[src/rtl/video_sig_gen_cfg.sv]
// Video timing generator with programmable sync polarity, pixel-enable stall,
// new-line / new-frame pulses and a wrapping frame counter. All outputs are
// registered; the decode runs on the next position before it is registered.
module video_sig_gen_cfg #(
  parameter int ACTIVE_H_PIXELS = 1280,
  parameter int H_FRONT_PORCH   = 110,
  parameter int H_SYNC_WIDTH    = 40,
  parameter int H_BACK_PORCH    = 220,
  parameter int ACTIVE_LINES    = 720,
  parameter int V_FRONT_PORCH   = 5,
  parameter int V_SYNC_WIDTH    = 5,
  parameter int V_BACK_PORCH    = 20,
  parameter bit H_SYNC_POL      = 1'b1,
  parameter bit V_SYNC_POL      = 1'b1,
  parameter int HCOUNT_WIDTH    = 11,
  parameter int VCOUNT_WIDTH    = 10,
  parameter int FC_WIDTH        = 6,
  parameter int FC_MAX          = 60
) (
  input  logic                    clk_pixel_in,
  input  logic                    rst_in,
  input  logic                    en_in,
  output logic [HCOUNT_WIDTH-1:0] hcount_out,
  output logic [VCOUNT_WIDTH-1:0] vcount_out,
  output logic                    hs_out,
  output logic                    vs_out,
  output logic                    ad_out,
  output logic                    nl_out,
  output logic                    nf_out,
  output logic [FC_WIDTH-1:0]     fc_out
);

  // 32-bit timing landmarks so comparisons never truncate at counter width
  localparam int TOTAL_H  = ACTIVE_H_PIXELS + H_FRONT_PORCH + H_SYNC_WIDTH + H_BACK_PORCH;
  localparam int TOTAL_V  = ACTIVE_LINES + V_FRONT_PORCH + V_SYNC_WIDTH + V_BACK_PORCH;
  localparam int HS_START = ACTIVE_H_PIXELS + H_FRONT_PORCH;
  localparam int HS_END   = HS_START + H_SYNC_WIDTH;
  localparam int VS_START = ACTIVE_LINES + V_FRONT_PORCH;
  localparam int VS_END   = VS_START + V_SYNC_WIDTH;

  typedef enum logic {IDLE, RUN} state_t;

  state_t                  state_q, state_d;
  logic [HCOUNT_WIDTH-1:0] h_d;
  logic [VCOUNT_WIDTH-1:0] v_d;
  logic [FC_WIDTH-1:0]     fc_d;
  logic                    hs_d, vs_d, ad_d, nl_d, nf_d;
  logic                    load;

  // Next position, then decode of every output from that next position
  always_comb begin
    state_d = state_q;
    h_d     = hcount_out;
    v_d     = vcount_out;
    fc_d    = fc_out;
    hs_d    = hs_out;
    vs_d    = vs_out;
    ad_d    = ad_out;
    nl_d    = 1'b0;
    nf_d    = 1'b0;
    load    = 1'b0;
    case (state_q)
      IDLE: begin
        // first enabled edge presents (0,0) without advancing
        if (en_in) begin
          state_d = RUN;
          h_d     = '0;
          v_d     = '0;
          load    = 1'b1;
        end
      end
      RUN: begin
        if (en_in) begin
          load = 1'b1;
          if (32'(hcount_out) == TOTAL_H - 1) begin
            h_d = '0;
            if (32'(vcount_out) == TOTAL_V - 1) v_d = '0;
            else                               v_d = vcount_out + VCOUNT_WIDTH'(1);
          end else begin
            h_d = hcount_out + HCOUNT_WIDTH'(1);
          end
        end
      end
      default: state_d = IDLE;
    endcase
    if (load) begin
      ad_d = (32'(h_d) < ACTIVE_H_PIXELS) && (32'(v_d) < ACTIVE_LINES);
      hs_d = ((32'(h_d) >= HS_START) && (32'(h_d) < HS_END)) ? H_SYNC_POL : ~H_SYNC_POL;
      vs_d = ((32'(v_d) >= VS_START) && (32'(v_d) < VS_END)) ? V_SYNC_POL : ~V_SYNC_POL;
      nl_d = (32'(h_d) == 0);
      nf_d = (32'(h_d) == ACTIVE_H_PIXELS) && (32'(v_d) == ACTIVE_LINES);
      if (nf_d)
        fc_d = (32'(fc_out) >= FC_MAX - 1) ? '0 : fc_out + FC_WIDTH'(1);
    end
  end

  // State and output registers; reset forces the idle presentation
  always_ff @(posedge clk_pixel_in) begin
    if (!rst_in) begin
      state_q    <= IDLE;
      hcount_out <= '0;
      vcount_out <= '0;
      fc_out     <= '0;
      hs_out     <= ~H_SYNC_POL;
      vs_out     <= ~V_SYNC_POL;
      ad_out     <= 1'b0;
      nl_out     <= 1'b0;
      nf_out     <= 1'b0;
    end else begin
      state_q    <= state_d;
      hcount_out <= h_d;
      vcount_out <= v_d;
      fc_out     <= fc_d;
      hs_out     <= hs_d;
      vs_out     <= vs_d;
      ad_out     <= ad_d;
      nl_out     <= nl_d;
      nf_out     <= nf_d;
    end
  end

endmodule

[config.mk]
export PLATFORM = sky130hd
export DESIGN_NAME = video_sig_gen_cfg
export DESIGN_NICKNAME = d
export VERILOG_FILES = /design/src/rtl/video_sig_gen_cfg.sv
export SDC_FILE = /design/constraint.sdc
export NUM_CORES = 1
export LEC_CHECK = 0
export BUFFER_PORTS_ARGS = -buffer_cell sky130_fd_sc_hd__buf_4
export CORE_UTILIZATION = 55
export DETAILED_ROUTE_END_ITERATION = 6
export GPL_TIMING_DRIVEN = 0
export PLACE_DENSITY = 0.85
export SYNTH_ARGS = -nofsm -noshare
export SYNTH_HDL_FRONTEND = slang
export SYNTH_SLANG_ARGS = --single-unit
[constraint.sdc]
create_clock -name clk_pixel_in -period 9.01 [get_ports clk_pixel_in]
set_clock_uncertainty 0.05 [all_clocks]
set_input_delay 1.802 -clock clk_pixel_in [delete_from_list [all_inputs] [get_ports clk_pixel_in]]
set_output_delay 1.802 -clock clk_pixel_in [all_outputs]
set_load 0.01 [all_outputs]
==> results of run 1 <==
==> cells by family (layout without fill, tap and decap cells) <==
kind of cell,after synthesis,count (layout)
adders and majority gates,6,6
muxes,5,5
xor gates and xnor gates,7,7
and+or+nand+nor,130,130
buffers and inverters,30,71
DFF,33,33
AOI/OAI and AO/OA,67,67
==> placed cells by master (no fill, tap or decap), types with 4 or more instances in the layout <==
master and instances:
nor2_1 25, nand3_1 17, inv_1 12, mux2i_1 5, xnor2_1 4, buf_4 33
nor4_1 8, a21oi_1 8, nand4_1 8, o21ai_0 12, or3_1 5, ha_1 5
clkbuf_1 12, and2_1 9, and3_1 6, a32o_1 4, nor3_1 8, dfxtp_1 33
nand2_1 23, clkbuf_8 7
==> layout make-up <==
class	count	area, µm²
Fill cell	338	1140
Clock inverter	1	5.00
Timing Repair Buffer	33	248
Clock buffer	7	96.3
Buffer	18	86.3
Inverter	12	45.0
Tap cell	48	60.1
Sequential cell	33	661
Multi-Input combinational cell	215	1460
==> worst max path at each step <==
stage                from        end  slack [ns]  cells after the start
floorplan           en_in  fc_out[3]        4.80                      7
global placement    en_in  fc_out[4]        4.32                      9
detailed placement  en_in  fc_out[4]        4.23                      9
CTS                 en_in  fc_out[4]        4.52                      9
global route        en_in  fc_out[4]        4.24                      9
finish              en_in  fc_out[4]        4.40                      9
==> sequential cells by signal, indices dropped and copies added, names as in the netlist <==
name,count
hcount_out,11
hs_out,1
nl_out,1
state_q,1
vcount_out,10
vs_out,1
nf_out,1
fc_out,6
ad_out,1
==> through the flow <==
stage / worst slack, ns / instances / hold WS, ns / instance area (µm²)
finish: 4.40 / 367 / 0.449 / 2660
global placement: 4.32 / 359 / 0.428 / 2560
floorplan: 4.80 / 278 / 0.453 / 2250
global route: 4.24 / 367 / 0.475 / 2660
CTS: 4.52 / 367 / 0.449 / 2660
detailed placement: 4.23 / 359 / 0.430 / 2560
==> power groups by stage <==
stage	combinational (µW)	clock, µW	sequential [µW]
2_1_floorplan	14.2	0	152
3_3_place_gp	21.5	0	151
3_5_place_dp	21.6	0	151
4_1_cts	21.7	127	148
5_1_grt	23.8	134	148
6_report	22.1	125	148
==> routing by layer <==
| layer | GRT usage (%) | wire (µm) |
|---|---|---|
| met1 | 41.7 | 2720 |
| met2 | 47.8 | 2900 |
| met3 | 6.90 | 487 |
| met4 | 10.6 | 117 |
| met5 | 0 | 0 |
==> critical path, delay by kind of cell <==
| kind | cells | cell delay (ns) |
|---|---|---|
| compound gates | 3 | 0.80 |
| buf+inv | 2 | 0.49 |
| simple gates | 4 | 1.66 |
==> cell usage after synthesis (2+ instances only) <==
| library cell | count | share of area, % |
|---|---|---|
| or4_1 | 3 | 1.0 |
| mux2i_1 | 5 | 2.2 |
| xor2_1 | 3 | 1.2 |
| o21ai_0 | 12 | 2.7 |
| nor3_1 | 8 | 1.8 |
| ha_1 | 5 | 2.8 |
| inv_1 | 12 | 2.0 |
| o211ai_1 | 3 | 1.0 |
| or3_1 | 5 | 1.4 |
| and2_1 | 9 | 2.5 |
| a32oi_1 | 2 | 0.78 |
| o41ai_1 | 2 | 0.78 |
| a21oi_1 | 8 | 1.8 |
| a41oi_1 | 3 | 1.2 |
| buf_2 | 3 | 0.67 |
| dfxtp_1 | 33 | 29 |
| nor4_4 | 2 | 1.9 |
| buf_6 | 2 | 1.0 |
| clkbuf_1 | 12 | 2.0 |
| nor4b_1 | 3 | 1.2 |
| nand4b_1 | 2 | 0.78 |
| nand3_1 | 17 | 3.8 |
| nand4_1 | 8 | 2.2 |
| a2bb2oi_1 | 2 | 0.78 |
| nor2_1 | 25 | 4.2 |
| o2bb2ai_1 | 2 | 0.78 |
| o31ai_1 | 3 | 1.0 |
| and3_1 | 6 | 1.7 |
| a31oi_1 | 3 | 0.83 |
| a211oi_1 | 3 | 1.0 |
| nor4_1 | 8 | 2.2 |
| xnor2_1 | 4 | 1.6 |
| a31o_2 | 2 | 0.78 |
| a21o_1 | 2 | 0.67 |
| a221oi_1 | 2 | 0.78 |
| nand2_1 | 23 | 3.8 |
| a311oi_1 | 2 | 0.78 |
| a32o_1 | 4 | 1.8 |
==> impl_results.md, run 1 <==
* Status: finished, final reports clean
* First-pass GRT wire length at about 10,000 µm
* Gate Count Post-Synth at roughly 280
* Crit-path slowest cell: or4_1
* P_sw at around 72 µW
* Comb power frac at 7.5%
* XOR/XNOR share of the synthesized area at under 10%
* Vias in the first global route at between 2,000 and 2,500
* Initial antenna violation count at 0
* FF+latch count, synth at 33
* Sw frac at approximately 24%
* Root Buffer: clkbuf_8
* Global route overflow at 0
* PwrDens at roughly 110 nW/µm²
* RSZ-0062 raised after global routing: false
* Clk_lat worst skew at slightly below 0.3 ns
* Pin count of the biggest net entering global routing at 11
* Reg2reg setup slack at around 5.3 ns
* Hold path startpoint: fc_out[1]
* Worst path arrival time at about 4.7 ns
* Final setup viols at 0
* First-iteration detailed-routing DRC count at 220
* Compound-Gate Fraction of Synth Area at between 20 and 25%
* Clock network power share at a little over two fifths
* Reg-to-reg startpoint: hcount_out[0]
* Layout Utilization at approximately 70%
* Final ANT Viol Nets at 0
* Die Wd at ~66 µm
* Maximum vdd drop at around 0.11 mV
* Avg Inst Size Synth at ~8.1 µm²
* Post-Synth Adder-Cell Area at around 3.2%
* Number of synthesized flops with an enable pin at 0
* Slew Viols, Final at 0
* CTS buffer count at 5
* Layout cells sized above 1 at 18.2%
* H-tree depth at 2
* Cells on worst reg2reg path at 8
* Worst-path clk slew at about 0.07 ns
* Post-Synth Simple-Gate Area at about a third
* Cell Int Power at 223 µW
* Setup_tns at 0 ns
* Synth warnings at 0
* Worst rel slew slack at between 30% and 40%
* Core Area at approximately 3800 µm²
* Mux share of post-synthesis cell area at 2.22%
* Hold path cells at 2
* DR DRC count at 0
* Ant. Diodes at 0
* CTS tree: done
* Worst EP required at between 9 and 10 ns
* Endpoints failing hold at 0
* Clock tree buffer depth at 2
* Wire length per cell at roughly 17 µm
* Sequential Power Share at about half
* Async set or reset register ratio after synthesis at 0%
* Largest stage delay, worst path at roughly 0.64 ns
* Worst-margin pin slew at 1.01 ns
* Number of post-CTS setup repair buffers at 0
* Final wirelength at slightly above 6000 µm
* IO buf count at 33
* CTS Sinks at 33
* Tmin final at roughly 4.6 ns
* Starting Density at roughly three fifths
* Largest family of logic cells by synthesized area: simple AND/OR/NAND/NOR gates
* DRT Pass-1 Iters at 5
* Hold Path Class: flop to flop
* Vias per cell at about 6.6
* Sequential fraction of the synthesis area at just under 30%
* Synth cell types at 63
* Row count at 22
* Area added between synthesis and finish at 18.2%
* Routability Congestion at about 0.94
* Peak Freq at 217 MHz
* Synth Cell Area at between 2000 and 2500 µm²
* Top_reg_cell synth: dfxtp_1
* Mapped Nets at about 290
* Critical Path Source Type: input port
* CP Capture Type: flop
* Die area at between 4000 and 5000 µm²
* Hold Buf Count CTS at 0
* Max_cap viols at 0
* Worst setup path category: input port to flop
* RR Endpoint: fc_out[4]
* HPWL Detailed at around 4500 µm
* Die Ht at around 66 µm
* PostCTS Resize Cnt at 0
* Final nets at between 300 and 400
* Vias at around 2,400
* Num ports at 35
* Final period util at between 50 and 60%
* P_leak at ~0.00098 µW
* CP Cell Sequence: buf_4, clkbuf_1, nand2_1, nor4_1, a41oi_1, a211oi_1, nand4_1, or4_1, a32o_1
* Crit-path max FO at 10
* Global Route Usage Sum at 30.8%
* WHS Endpoint: fc_out[1]
* Total Power at roughly 290 µW
No activity file was read; power rests on OpenSTA's default activity.
==> inputs of run 2 (changes only) <==
--- a/config.mk
+++ b/config.mk
@@ -6,10 +6,10 @@
 export NUM_CORES = 1
 export LEC_CHECK = 0
 export BUFFER_PORTS_ARGS = -buffer_cell sky130_fd_sc_hd__buf_4
-export CORE_UTILIZATION = 55
+export CORE_UTILIZATION = 51
 export DETAILED_ROUTE_END_ITERATION = 6
 export GPL_TIMING_DRIVEN = 0
-export PLACE_DENSITY = 0.85
+export PLACE_DENSITY = 0.83
 export SYNTH_ARGS = -nofsm -noshare
 export SYNTH_HDL_FRONTEND = slang
 export SYNTH_SLANG_ARGS = --single-unit
==> constraint.sdc (replaced) <==
create_clock -name clk_pixel_in -period 3.84 [get_ports clk_pixel_in]
set_clock_uncertainty 0.05 [all_clocks]
set_input_delay 0.768 -clock clk_pixel_in [delete_from_list [all_inputs] [get_ports clk_pixel_in]]
set_output_delay 0.768 -clock clk_pixel_in [all_outputs]
set_load 0.01 [all_outputs]
==> run 2 against run 1 <==
Against the previous run:
- design area up 1.5%
- total power increased by 140%
- worst hold slack lost 0.0041 ns
- register-to-register slack worse by 5.0 ns
- largest cell class unchanged
==> impl_results.md, run 2 (synthesized netlist as in run 1, its figures left out) <==
* Largest Register: hcount_out (unchanged)
* Critical Path Source Type: flop (was input port)
* Worst-path clk slew at 0.07 ns (about the same)
* Starting Density at 54.7% (was 59.3%)
* DRT Pass-1 Iters at 5 (unchanged)
* H-tree depth at 2 (unchanged)
* Ant. Diodes at 0 (unchanged)
* Die Wd at 68.4 µm (was 66.0 µm)
* Most frequent cells in the layout: 37 x buf_4, 33 x dfxtp_1, 25 x nor2_1 (was 33 x dfxtp_1, 33 x buf_4, 25 x nor2_1)
* Vias in the first global route at 2,068 (was 2,097)
* PwrDens at 267 nW/µm² (was 111 nW/µm²)
* Vias per cell at 6.49 (was 6.56)
* Pin count of the biggest net entering global routing at 11 (unchanged)
* CTS buffer count at 5 (unchanged)
* Routability Congestion at 0.904 (was 0.941)
* CP Capture Type: flop (unchanged)
* CTS tree: done (unchanged)
* Wire length per cell at 16.6 µm (was 17.0 µm)
* RSZ-0062 raised after global routing: false (unchanged)
* Global route overflow at 0 (unchanged)
* Regs by FF count: hcount_out: 11 flops, vcount_out: 10 flops, fc_out: 6 flops (unchanged)
* Die Ht at 68.4 µm (was 66.0 µm)
* Largest register FFs at 11 (unchanged)
* Hold Buf Count CTS at 0 (unchanged)
* First-pass GRT wire length at 9590 µm (was 10,200 µm)
* Worst path arrival time at 3.69 ns (was 4.74 ns)
* HPWL Detailed at 4380 µm (was 4460 µm)
* IO buf count at 33 (unchanged)
* Reg2reg setup slack at 0.25 ns (was 5.29 ns)
* Clock tree buffer depth at 2 (unchanged)
* Filler instances at 353 (was 338)
* Setup_tns at 0 ns (unchanged)
* Worst path bufs/invs at 2 (unchanged)
* Tmin final at roughly 3.6 ns
* Final WS setup at 0.247 ns (was 4.40 ns)
* Core Area at 4120 µm² (was 3800 µm²)
* Die area at 4680 µm² (was 4350 µm²)
* Pre-CTS setup slack at 0.146 ns (was 4.23 ns)
* DR DRC count at 0 (unchanged)
* Status: finished, final reports clean (unchanged)
* Global Route Usage Sum at 27.7% (was 30.8%)
* P_leak at 0.000996 µW (was 0.000979 µW)
* Clk_lat worst skew at 0.29 ns (about the same)
* Row count at 23 (was 22)
* CTS Sinks at 33 (unchanged)
* Vias at 2,414 (was 2,406)
* Root Buffer: clkbuf_8 (unchanged)
* Crit-path slowest cell: o32ai_1 (was or4_1)
* Worst EP required at 3.93 ns (was 9.15 ns)
* Largest stage delay, worst path at 0.70 ns (was 0.64 ns)
* Max_cap viols at 0 (unchanged)
* Final period util at approximately 94%
* Final setup viols at 0 (unchanged)
* Layout cells sized above 1 at 19.3% (was 18.2%)
* CP Cell Sequence: buf_6, or4b_4, buf_6, o41ai_4, nor3_1, o32ai_1, nand2_1, nor4_4, a221oi_1 (was buf_4, clkbuf_1, nand2_1, nor4_1, a41oi_1, a211oi_1, nand4_1, or4_1, a32o_1)
* Initial antenna violation count at 0 (unchanged)
* Worst-margin pin slew at 0.812 ns (was 1.01 ns)
* Hold Path Class: flop to flop (unchanged)
* Cell mode on critical path: buf_6
* Commonest non-fill, non-tap cell in the layout: buf_4
* Worst setup path category: flop to flop (was input port to flop)
* Final ANT Viol Nets at 0 (unchanged)
* Final wirelength at 6190 µm (was 6230 µm)
* Peak Freq at approximately 280 MHz
* First-iteration detailed-routing DRC count at 189 (was 220)
* Crit-path max FO at 10 (unchanged)
* Worst rel slew slack at 45.1% (was 31.7%)
* Delay-heaviest family, CP: simple AND/OR/NAND/NOR gates (unchanged)
* Slew Viols, Final at 0 (unchanged)
* Num ports at 35 (unchanged)
* Endpoints failing hold at 0 (unchanged)
* Final nets at 330 (was 326)
* Area added between synthesis and finish at 20.0% (was 18.2%)
* Layout Utilization at 65.6% (was 70.0%)
* Maximum vdd drop at 0.232 mV (was 0.113 mV)
## run 2: cell count changes in the layout (fill, tap and decap cells not counted)
cell       previous run  this run
buf_4                33        37
bufinv_16             0         1
clkbuf_8              7         5
o31ai_1               3         2
o31ai_2               0         1
## run 2: layout make-up
type	count	area [µm²]	share of cell area, %
Multi-Input combinational cell	215	1460	54.2
Sequential cell	33	661	24.5
Clock inverter	2	35.0	1.30
Tap cell	50	62.6	2.32
Clock buffer	5	68.8	2.55
Buffer	18	86.3	3.20
Timing Repair Buffer	37	278	10.3
Inverter	12	45.0	1.67
## run 2: stage by stage
step	instance area [µm²]	total power, µW	hold WS [ns]	std cells
3_3_place_gp	2560	406	0.429	361
5_1_grt	2700	744	0.457	372
4_1_cts	2670	724	0.447	368
3_5_place_dp	2560	407	0.433	361
2_1_floorplan	2250	389	0.453	278
6_report	2700	721	0.445	372
## run 2: layer usage
layer | wire length (µm) | global-route usage (%) | vias to the layer above | share of wire [%]
met3 | 532 | 5.50 | 21 | 8.6
met5 | 0 | 0 | - | 0
met1 | 2700 | 36.9 | 1120 | 44
met4 | 125 | 13.3 | 0 | 2.0
met2 | 2830 | 42.4 | 125 | 46
li1 | - | - | 1148 | -
## run 2: timing repair
action                                  in CTS  in global routing
endpoints found under the hold margin        0                  0
gates resized for setup                      0                  1
buffers inserted                             0                  4
endpoints found under the setup margin       0                  3
## run 2: worst reg2reg max path, delay by kind of cell (launching register included)
family | cells | cell delay (ns)
and+or+nand+nor | 4 | 1.46
AOI/OAI and AO/OA | 3 | 1.31
DFF | 1 | 0.32
buffers and inverters | 2 | 0.31
## run 2: worst paths after layout
kind	startpoint	to	depth (start not counted)
worst min register to register	vs_out	vs_out	2
worst max register to register	hcount_out[2]	fc_out[5]	9
worst max-delay path	hcount_out[2]	fc_out[5]	9
worst min-delay path	vs_out	vs_out	2
## run 2: where the power goes
| group | leakage (µW) | switching (µW) | internal, µW |
|---|---|---|---|
| combinational | 0.000676 | 37.6 | 15.7 |
| sequential | 0.000267 | 2.65 | 345 |
| clock | 0.0000540 | 131 | 189 |
